`config.mk`:
```
export PLATFORM = sky130hd
export DESIGN_NAME = fp_wb_ctrl
export DESIGN_NICKNAME = d
export VERILOG_FILES = /design/src/rtl/fp_wb_pkg.sv /design/src/rtl/fp_wb_fifo.sv /design/src/rtl/fp_wb_ctrl.sv
export SDC_FILE = /design/constraint.sdc
export NUM_CORES = 1
export LEC_CHECK = 0
export CORE_ASPECT_RATIO = 1.4
export CORE_MARGIN = 2
export CORE_UTILIZATION = 58
export DETAILED_ROUTE_END_ITERATION = 16
export DONT_BUFFER_PORTS = 1
export PLACE_DENSITY_LB_ADDON = 0.2
export SETUP_SLACK_MARGIN = 0.2
export SLEW_MARGIN = 5
export SYNTH_ARGS = -nofsm -noshare
export SYNTH_HDL_FRONTEND = slang
export SYNTH_HIERARCHICAL = 1
export SYNTH_SLANG_ARGS = --single-unit
```
`constraint.sdc`:
```
create_clock -name clk_i -period 3.5 [get_ports clk_i]
set_input_delay 0.525 -clock clk_i [delete_from_list [all_inputs] [get_ports clk_i]]
set_output_delay 0.525 -clock clk_i [all_outputs]
set_load 0.01 [all_outputs]
```
`src/rtl/fp_wb_pkg.sv`:
```
// Shared types and constants for the FP writeback/retire stage.
// Tracked-op entries, flag widths and fflags bit positions.
package fp_wb_pkg;

   localparam int FFLAGS_W = 5;

   localparam int FF_NV = 4;
   localparam int FF_DZ = 3;
   localparam int FF_OF = 2;
   localparam int FF_UF = 1;
   localparam int FF_NX = 0;

   typedef struct packed {
      logic [4:0] rd;
      logic       is_int;
   } wb_entry_t;

endpackage

```
`src/rtl/fp_wb_fifo.sv`:
```
// In-order FIFO of in-flight FP op destinations.
// Flush empties it in one cycle; caller guards push/pop against full/empty.
module fp_wb_fifo
   import fp_wb_pkg::*;
#(
   parameter int DEPTH = 4,
   localparam int AW = $clog2(DEPTH),
   localparam int CW = AW + 1
) (
   input  logic          clk_i,
   input  logic          rst_ni,
   input  logic          flush_i,
   input  logic          push_i,
   input  wb_entry_t     push_data_i,
   input  logic          pop_i,
   output wb_entry_t     head_o,
   output logic          full_o,
   output logic [CW-1:0] count_o
);

   wb_entry_t       mem_q [DEPTH];
   logic [AW-1:0]   wr_ptr_q, wr_ptr_d;
   logic [AW-1:0]   rd_ptr_q, rd_ptr_d;
   logic [CW-1:0]   count_q, count_d;

   always_comb begin
      wr_ptr_d = wr_ptr_q;
      rd_ptr_d = rd_ptr_q;
      count_d  = count_q;
      if (flush_i) begin
         wr_ptr_d = '0;
         rd_ptr_d = '0;
         count_d  = '0;
      end else begin
         if (push_i) wr_ptr_d = wr_ptr_q + 1'b1;
         if (pop_i)  rd_ptr_d = rd_ptr_q + 1'b1;
         unique case ({push_i, pop_i})
            2'b10:   count_d = count_q + 1'b1;
            2'b01:   count_d = count_q - 1'b1;
            default: count_d = count_q;
         endcase
      end
   end

   always_ff @(posedge clk_i or negedge rst_ni) begin
      if (!rst_ni) begin
         wr_ptr_q <= '0;
         rd_ptr_q <= '0;
         count_q  <= '0;
         for (int i = 0; i < DEPTH; i++) mem_q[i] <= '0;
      end else begin
         wr_ptr_q <= wr_ptr_d;
         rd_ptr_q <= rd_ptr_d;
         count_q  <= count_d;
         if (push_i && !flush_i) mem_q[wr_ptr_q] <= push_data_i;
      end
   end

   assign head_o  = mem_q[rd_ptr_q];
   assign full_o  = (count_q == CW'(DEPTH));
   assign count_o = count_q;

endmodule

```
`src/rtl/fp_wb_ctrl.sv`:
```
// FP writeback/retire stage: pairs FPU results with in-order destinations,
// drives the registered RF write port, sticky fflags and RAW/WAW scoreboard.
module fp_wb_ctrl
   import fp_wb_pkg::*;
#(
   parameter int DEPTH    = 4,
   parameter int NUM_REGS = 32
) (
   input  logic                clk_i,
   input  logic                rst_ni,
   input  logic                flush_i,
   input  logic                issue_valid_i,
   output logic                issue_ready_o,
   input  logic [4:0]          issue_rd_i,
   input  logic                issue_int_i,
   input  logic                fpu_valid_i,
   input  logic [31:0]         fpu_result_i,
   input  logic [FFLAGS_W-1:0] fpu_status_i,
   input  logic [2:0][4:0]     query_rs_i,
   input  logic [2:0]          query_int_i,
   output logic                hazard_o,
   output logic                fp_we_o,
   output logic                int_we_o,
   output logic [4:0]          wb_addr_o,
   output logic [31:0]         wb_data_o,
   output logic [FFLAGS_W-1:0] fflags_o,
   input  logic                fflags_clr_i,
   output logic                orphan_o
);

   localparam int CW = $clog2(DEPTH) + 1;

   wb_entry_t     head;
   wb_entry_t     push_data;
   logic          full, empty, push, pop;
   logic [CW-1:0] count;

   logic [NUM_REGS-1:0] pend_fp_q, pend_fp_d;
   logic [NUM_REGS-1:0] pend_int_q, pend_int_d;
   logic                fp_we_q, fp_we_d;
   logic                int_we_q, int_we_d;
   logic                orphan_q, orphan_d;
   logic [4:0]          wb_addr_q, wb_addr_d;
   logic [31:0]         wb_data_q, wb_data_d;
   logic [FFLAGS_W-1:0] fflags_q, fflags_d;

   assign empty     = (count == '0);
   assign push_data = '{rd: issue_rd_i, is_int: issue_int_i};

   // WAW stall: a second writer to a pending reg waits for the first
   assign issue_ready_o = !full && !flush_i &&
      !(issue_int_i ? pend_int_q[issue_rd_i] : pend_fp_q[issue_rd_i]);

   assign push = issue_valid_i && issue_ready_o;
   assign pop  = fpu_valid_i && !empty && !flush_i;

   fp_wb_fifo #(.DEPTH(DEPTH)) u_fifo (
      .clk_i       (clk_i),
      .rst_ni      (rst_ni),
      .flush_i     (flush_i),
      .push_i      (push),
      .push_data_i (push_data),
      .pop_i       (pop),
      .head_o      (head),
      .full_o      (full),
      .count_o     (count)
   );

   always_comb begin
      pend_fp_d  = pend_fp_q;
      pend_int_d = pend_int_q;
      if (pop) begin
         if (head.is_int) pend_int_d[head.rd] = 1'b0;
         else             pend_fp_d[head.rd]  = 1'b0;
      end
      if (push) begin
         if (issue_int_i) pend_int_d[issue_rd_i] = 1'b1;
         else             pend_fp_d[issue_rd_i]  = 1'b1;
      end
      pend_int_d[0] = 1'b0;
      if (flush_i) begin
         pend_fp_d  = '0;
         pend_int_d = '0;
      end
   end

   always_comb begin
      hazard_o = 1'b0;
      for (int i = 0; i < 3; i++) begin
         if (query_int_i[i]) hazard_o |= pend_int_q[query_rs_i[i]];
         else                hazard_o |= pend_fp_q[query_rs_i[i]];
      end
   end

   always_comb begin
      fp_we_d   = pop && !head.is_int;
      int_we_d  = pop && head.is_int && (head.rd != 5'd0);
      orphan_d  = fpu_valid_i && empty && !flush_i;
      wb_addr_d = pop ? head.rd : wb_addr_q;
      wb_data_d = pop ? fpu_result_i : wb_data_q;
      fflags_d  = fflags_clr_i ? '0 : fflags_q;
      if (pop) fflags_d = fflags_d | fpu_status_i;
   end

   always_ff @(posedge clk_i or negedge rst_ni) begin
      if (!rst_ni) begin
         pend_fp_q  <= '0;
         pend_int_q <= '0;
         fp_we_q    <= 1'b0;
         int_we_q   <= 1'b0;
         orphan_q   <= 1'b0;
         wb_addr_q  <= '0;
         wb_data_q  <= '0;
         fflags_q   <= '0;
      end else begin
         pend_fp_q  <= pend_fp_d;
         pend_int_q <= pend_int_d;
         fp_we_q    <= fp_we_d;
         int_we_q   <= int_we_d;
         orphan_q   <= orphan_d;
         wb_addr_q  <= wb_addr_d;
         wb_data_q  <= wb_data_d;
         fflags_q   <= fflags_d;
      end
   end

   assign fp_we_o   = fp_we_q;
   assign int_we_o  = int_we_q;
   assign orphan_o  = orphan_q;
   assign wb_addr_o = wb_addr_q;
   assign wb_data_o = wb_data_q;
   assign fflags_o  = fflags_q;

endmodule

```
==> impl_metrics.json <==
{
  "fillers": 1106,
  "maxCapViolations": 0,
  "ys_types": 56,
  "sw_frac_of_total": 0.3084,
  "die_h_um": 146.8,
  "diodes": 0,
  "path_cells": "mux4_2, mux2_4, a31oi_4, o2111ai_4, nor2b_4, buf_4, nor3_2",
  "synth_edf_count": 0,
  "first_pass_iters": 6,
  "grt_max_degree": 140,
  "antenna_found_initial": 0,
  "synth_area_um2": 8449,
  "cp.required_ps": 2970,
  "outcome": "complete, but fails checks",
  "finalHoldViolCount": 139,
  "routed_wl_um": 23540,
  "synth_async_sr_flop_share": 1.000,
  "fin_setup_tns_ps": 0,
  "cp_top_family": "multiplexers",
  "drt_iter0_drc": 616,
  "worstSetupPathType": "flop to primary output",
  "path_buf_inv": 1,
  "synth.top_cell.area_share": 0.4117,
  "clock_skew_ps": 10.58,
  "rsz0062_at_grt": "false",
  "layout.nets": 806,
  "ys_ff_latch": 139,
  "start_util": 0.5876,
  "cts_sinks": 139,
  "dp.cells": 904,
  "power_density_nw_per_um2": 524.8,
  "die_area_um2": 15560,
  "drive_gt1_frac": 0.2195,
  "timing.fmax_mhz": 317.1,
  "critPathLaunchType": "flop",
  "pwr-share-clk": 0.399,
  "synth_largest_area_cell": "dfrtp_1",
  "core_um2": 14380,
  "worst_pin_slew_ps": 1082,
  "cts_tree": "done",
  "holdCritPathClass": "input port to async pin",
  "clk_latency_ps": 420,
  "finalSetupViolCount": 0,
  "cts_root_buffer": "clkbuf_16",
  "irDropWorstVdd_mv": 0.4204,
  "layout.area.seq_um2": 3478,
  "power_leakage_nw": 3.876,
  "syn_inst": 765,
  "postSynthAreaPerCell_um2": 11.04,
  "hpwlAfterDp_um": 15970,
  "ant_nets": 0,
  "ys.flop_type": "dfrtp_1",
  "rows": 52,
  "grt-ovfl-total": 0,
  "whs_ps": -210.5,
  "io_buffers": 0,
  "htree_levels": 4,
  "yosysWarnings": 6,
  "grt_usage": 0.3129,
  "cp.arrival_ps": 2630,
  "violations": "hold timing",
  "end_kind": "primary output",
  "clkTransAtPathRegs_ps": 70,
  "place_congestion": 0.9425,
  "dr_total_vias": 6591,
  "layout_min_cycle_time_ps": 3153,
  "p_comb_frac": 0.149,
  "grt_pass1_wl_um": 37270,
  "clockBufferDepth": 2,
  "yosysSeqAreaShare": 0.4117,
  "synth_area_leaders": "dfrtp_1 (41%), mux4_2 (19%), nand2_1 (7.8%)",
  "post_cts.repair.setup_buffers": 0,
  "fin_cells": 936,
  "dieWidth_um": 106.0,
  "syn_to_final_growth_pct": 8.367,
  "syn_nets": 837,
  "cpPeakStageDelay_ps": 490,
  "seq_power_share": 0.453,
  "slowest_stage": "mux4_2",
  "power_switching_mw": 1.482,
  "relSlewSlack": 0.2776,
  "vias_per_cell": 7.042,
  "multi_input_area_um2": 4708,
  "wl_per_cell_um": 25.15,
  "cp_max_fo": 32,
  "slew_viol_final": 0,
  "cts_buffers": 17,
  "fin_crit_sh": 0.9009,
  "grt_pass1_vias": 6741,
  "drc": 0,
  "p_int_mw": 3.323,
  "ios": 114
}
[cells in the final DEF (no fill, tap or decap), types with 3 or more instances in the layout]
| master | synthesis | final |
|---|---|---|
| a21oi_1 | 5 | 5 |
| and3_1 | 3 | 3 |
| buf_4 | 0 | 9 |
| bufinv_16 | 0 | 3 |
| clkbuf_16 | 0 | 17 |
| dfrtp_1 | 139 | 139 |
| ha_1 | 4 | 4 |
| inv_1 | 9 | 9 |
| inv_6 | 0 | 7 |
| mux2_4 | 24 | 25 |
| mux2i_1 | 25 | 25 |
| mux4_2 | 70 | 70 |
| nand2_1 | 175 | 175 |
| nand2_4 | 4 | 4 |
| nand3_1 | 46 | 46 |
| nand3b_1 | 10 | 10 |
| nand4_1 | 3 | 3 |
| nand4b_1 | 3 | 3 |
| nor2_1 | 17 | 16 |
| nor2b_1 | 5 | 4 |
| nor3_1 | 8 | 6 |
| nor3b_1 | 7 | 5 |
| nor4b_1 | 3 | 3 |
| o211ai_1 | 33 | 33 |
| o21ai_0 | 6 | 5 |
| o21ai_1 | 16 | 17 |
| o31ai_1 | 36 | 36 |
| o41ai_1 | 10 | 10 |
| or2_2 | 5 | 5 |
| or3_1 | 5 | 5 |
| xnor2_1 | 3 | 3 |
[power by group through the flow]
stage / Clock (mW) / Sequential, mW / Combinational [mW]
5_1_grt: 2.02 / 2.21 / 0.790
6_report: 1.92 / 2.17 / 0.714
2_1_floorplan: 0 / 2.13 / 0.628
4_1_cts: 1.94 / 2.18 / 0.706
3_5_place_dp: 0 / 2.19 / 0.710
3_3_place_gp: 0 / 2.20 / 0.673
[through the flow]
step                  util  worst slack (ps)  power [mW]  instance area (µm²)  hold WS (ps)
floorplan                -             43.51       2.760                 8508         229.4
global placement    0.5925             466.1       2.871                 8519         232.8
detailed placement  0.5925             417.9       2.902                 8519         232.2
CTS                 0.6363             284.1       4.819                 9149        -213.4
global route        0.6368             207.9       5.011                 9156        -226.0
finish              0.6368             346.9       4.805                 9156        -210.5
[registers in the layout, summed over array words and instances, names as in the netlist]
name and count:
fp_we_o 1, u_fifo/mem_q 24, pend_int_q 31, wb_addr_o 5, fflags_o 5, pend_fp_q 32
wb_data_o 32, u_fifo/wr_ptr_q 2, u_fifo/count_o 3, int_we_o 1, orphan_o 1, u_fifo/rd_ptr_q 2
[routing by layer]
| metal | track usage | vias to the layer above | wire length, µm |
|---|---|---|---|
| met2 | 0.5074 | 402 | 11620 |
| li1 | - | 2794 | - |
| met4 | 0.1474 | 0 | 1087 |
| met3 | 0.07675 | 96 | 2160 |
| met1 | 0.3977 | 3299 | 8674 |
| met5 | 0 | - | 0 |
[cell usage after synthesis, types with 3 or more instances]
master,count
o41ai_1,10
or3_1,5
nor2_1,17
and3_1,3
dfrtp_1,139
nand2_4,4
mux2_4,24
nand2_1,175
nand4b_1,3
clkbuf_1,41
mux4_2,70
mux2i_1,25
nand3b_1,10
buf_6,5
nand3_1,46
nor3_1,8
o21ai_1,16
o21ai_0,6
inv_1,9
nor3b_1,7
nor2b_1,5
o211ai_1,33
nand4_1,3
o31ai_1,36
nor4b_1,3
ha_1,4
a21oi_1,5
buf_1,4
xnor2_1,3
or2_2,5
buf_2,7
[worst paths after layout]
| path | startpoint | to | slack [ps] | depth (start not counted) |
|---|---|---|---|---|
| setup / recovery | pend_int_q[11] | issue_ready_o | 350 | 7 |
| hold / removal | rst_ni | wb_data_o[18] | -210 | 0 |
| setup reg to reg | pend_int_q[11] | u_fifo/count_o[2] | 530 | 11 |
| hold reg to reg | u_fifo/mem_q[1] | u_fifo/mem_q[1] | 510 | 1 |
| max in group asynchronous | rst_ni | u_fifo/count_o[2] | 3540 | 0 |
| min in group clk_i | flush_i | u_fifo/wr_ptr_q[1] | 160 | 1 |
[logic make-up (layout without fill, tap and decap cells)]
group / Yosys count / after routing / share of synthesized area
flip-flops: 139 / 139 / 0.4117
XOR/XNOR: 5 / 5 / 0.005184
adder cells (fa/ha/maj): 5 / 5 / 0.008293
AND/OR/NAND/NOR: 308 / 308 / 0.1734
buffers and inverters: 70 / 52 / 0.03687
multiplexers: 121 / 121 / 0.2615
AO/OA/AOI/OAI: 117 / 117 / 0.1031
[worst register-to-register path, cell delays in order, from the launching register on]
cell and delay [ps]:
dfrtp_1 430, mux4_2 490, mux2_4 300, a31oi_4 180
o2111ai_4 120, nor2b_4 170, nor2_4 90, and2b_2 230
fa_2 360, and3b_2 220, o21ai_1 120, nor3b_2 170
[layout make-up]
cell class / instances / share of cell area
clock buffer: 17 / 0.04646
multi-input combinational: 556 / 0.5142
inverter: 11 / 0.004509
sequential: 139 / 0.3799
tap: 189 / 0.02583
timing repair buffer: 9 / 0.007379
clock inverter: 15 / 0.02173
[what timing repair did]
item | in CTS | in global routing
gates resized for setup | 1 | 1
hold endpoints to repair | 139 | 139
setup endpoints to repair | 1 | 1
No activity file was read; power rests on OpenSTA's default activity.
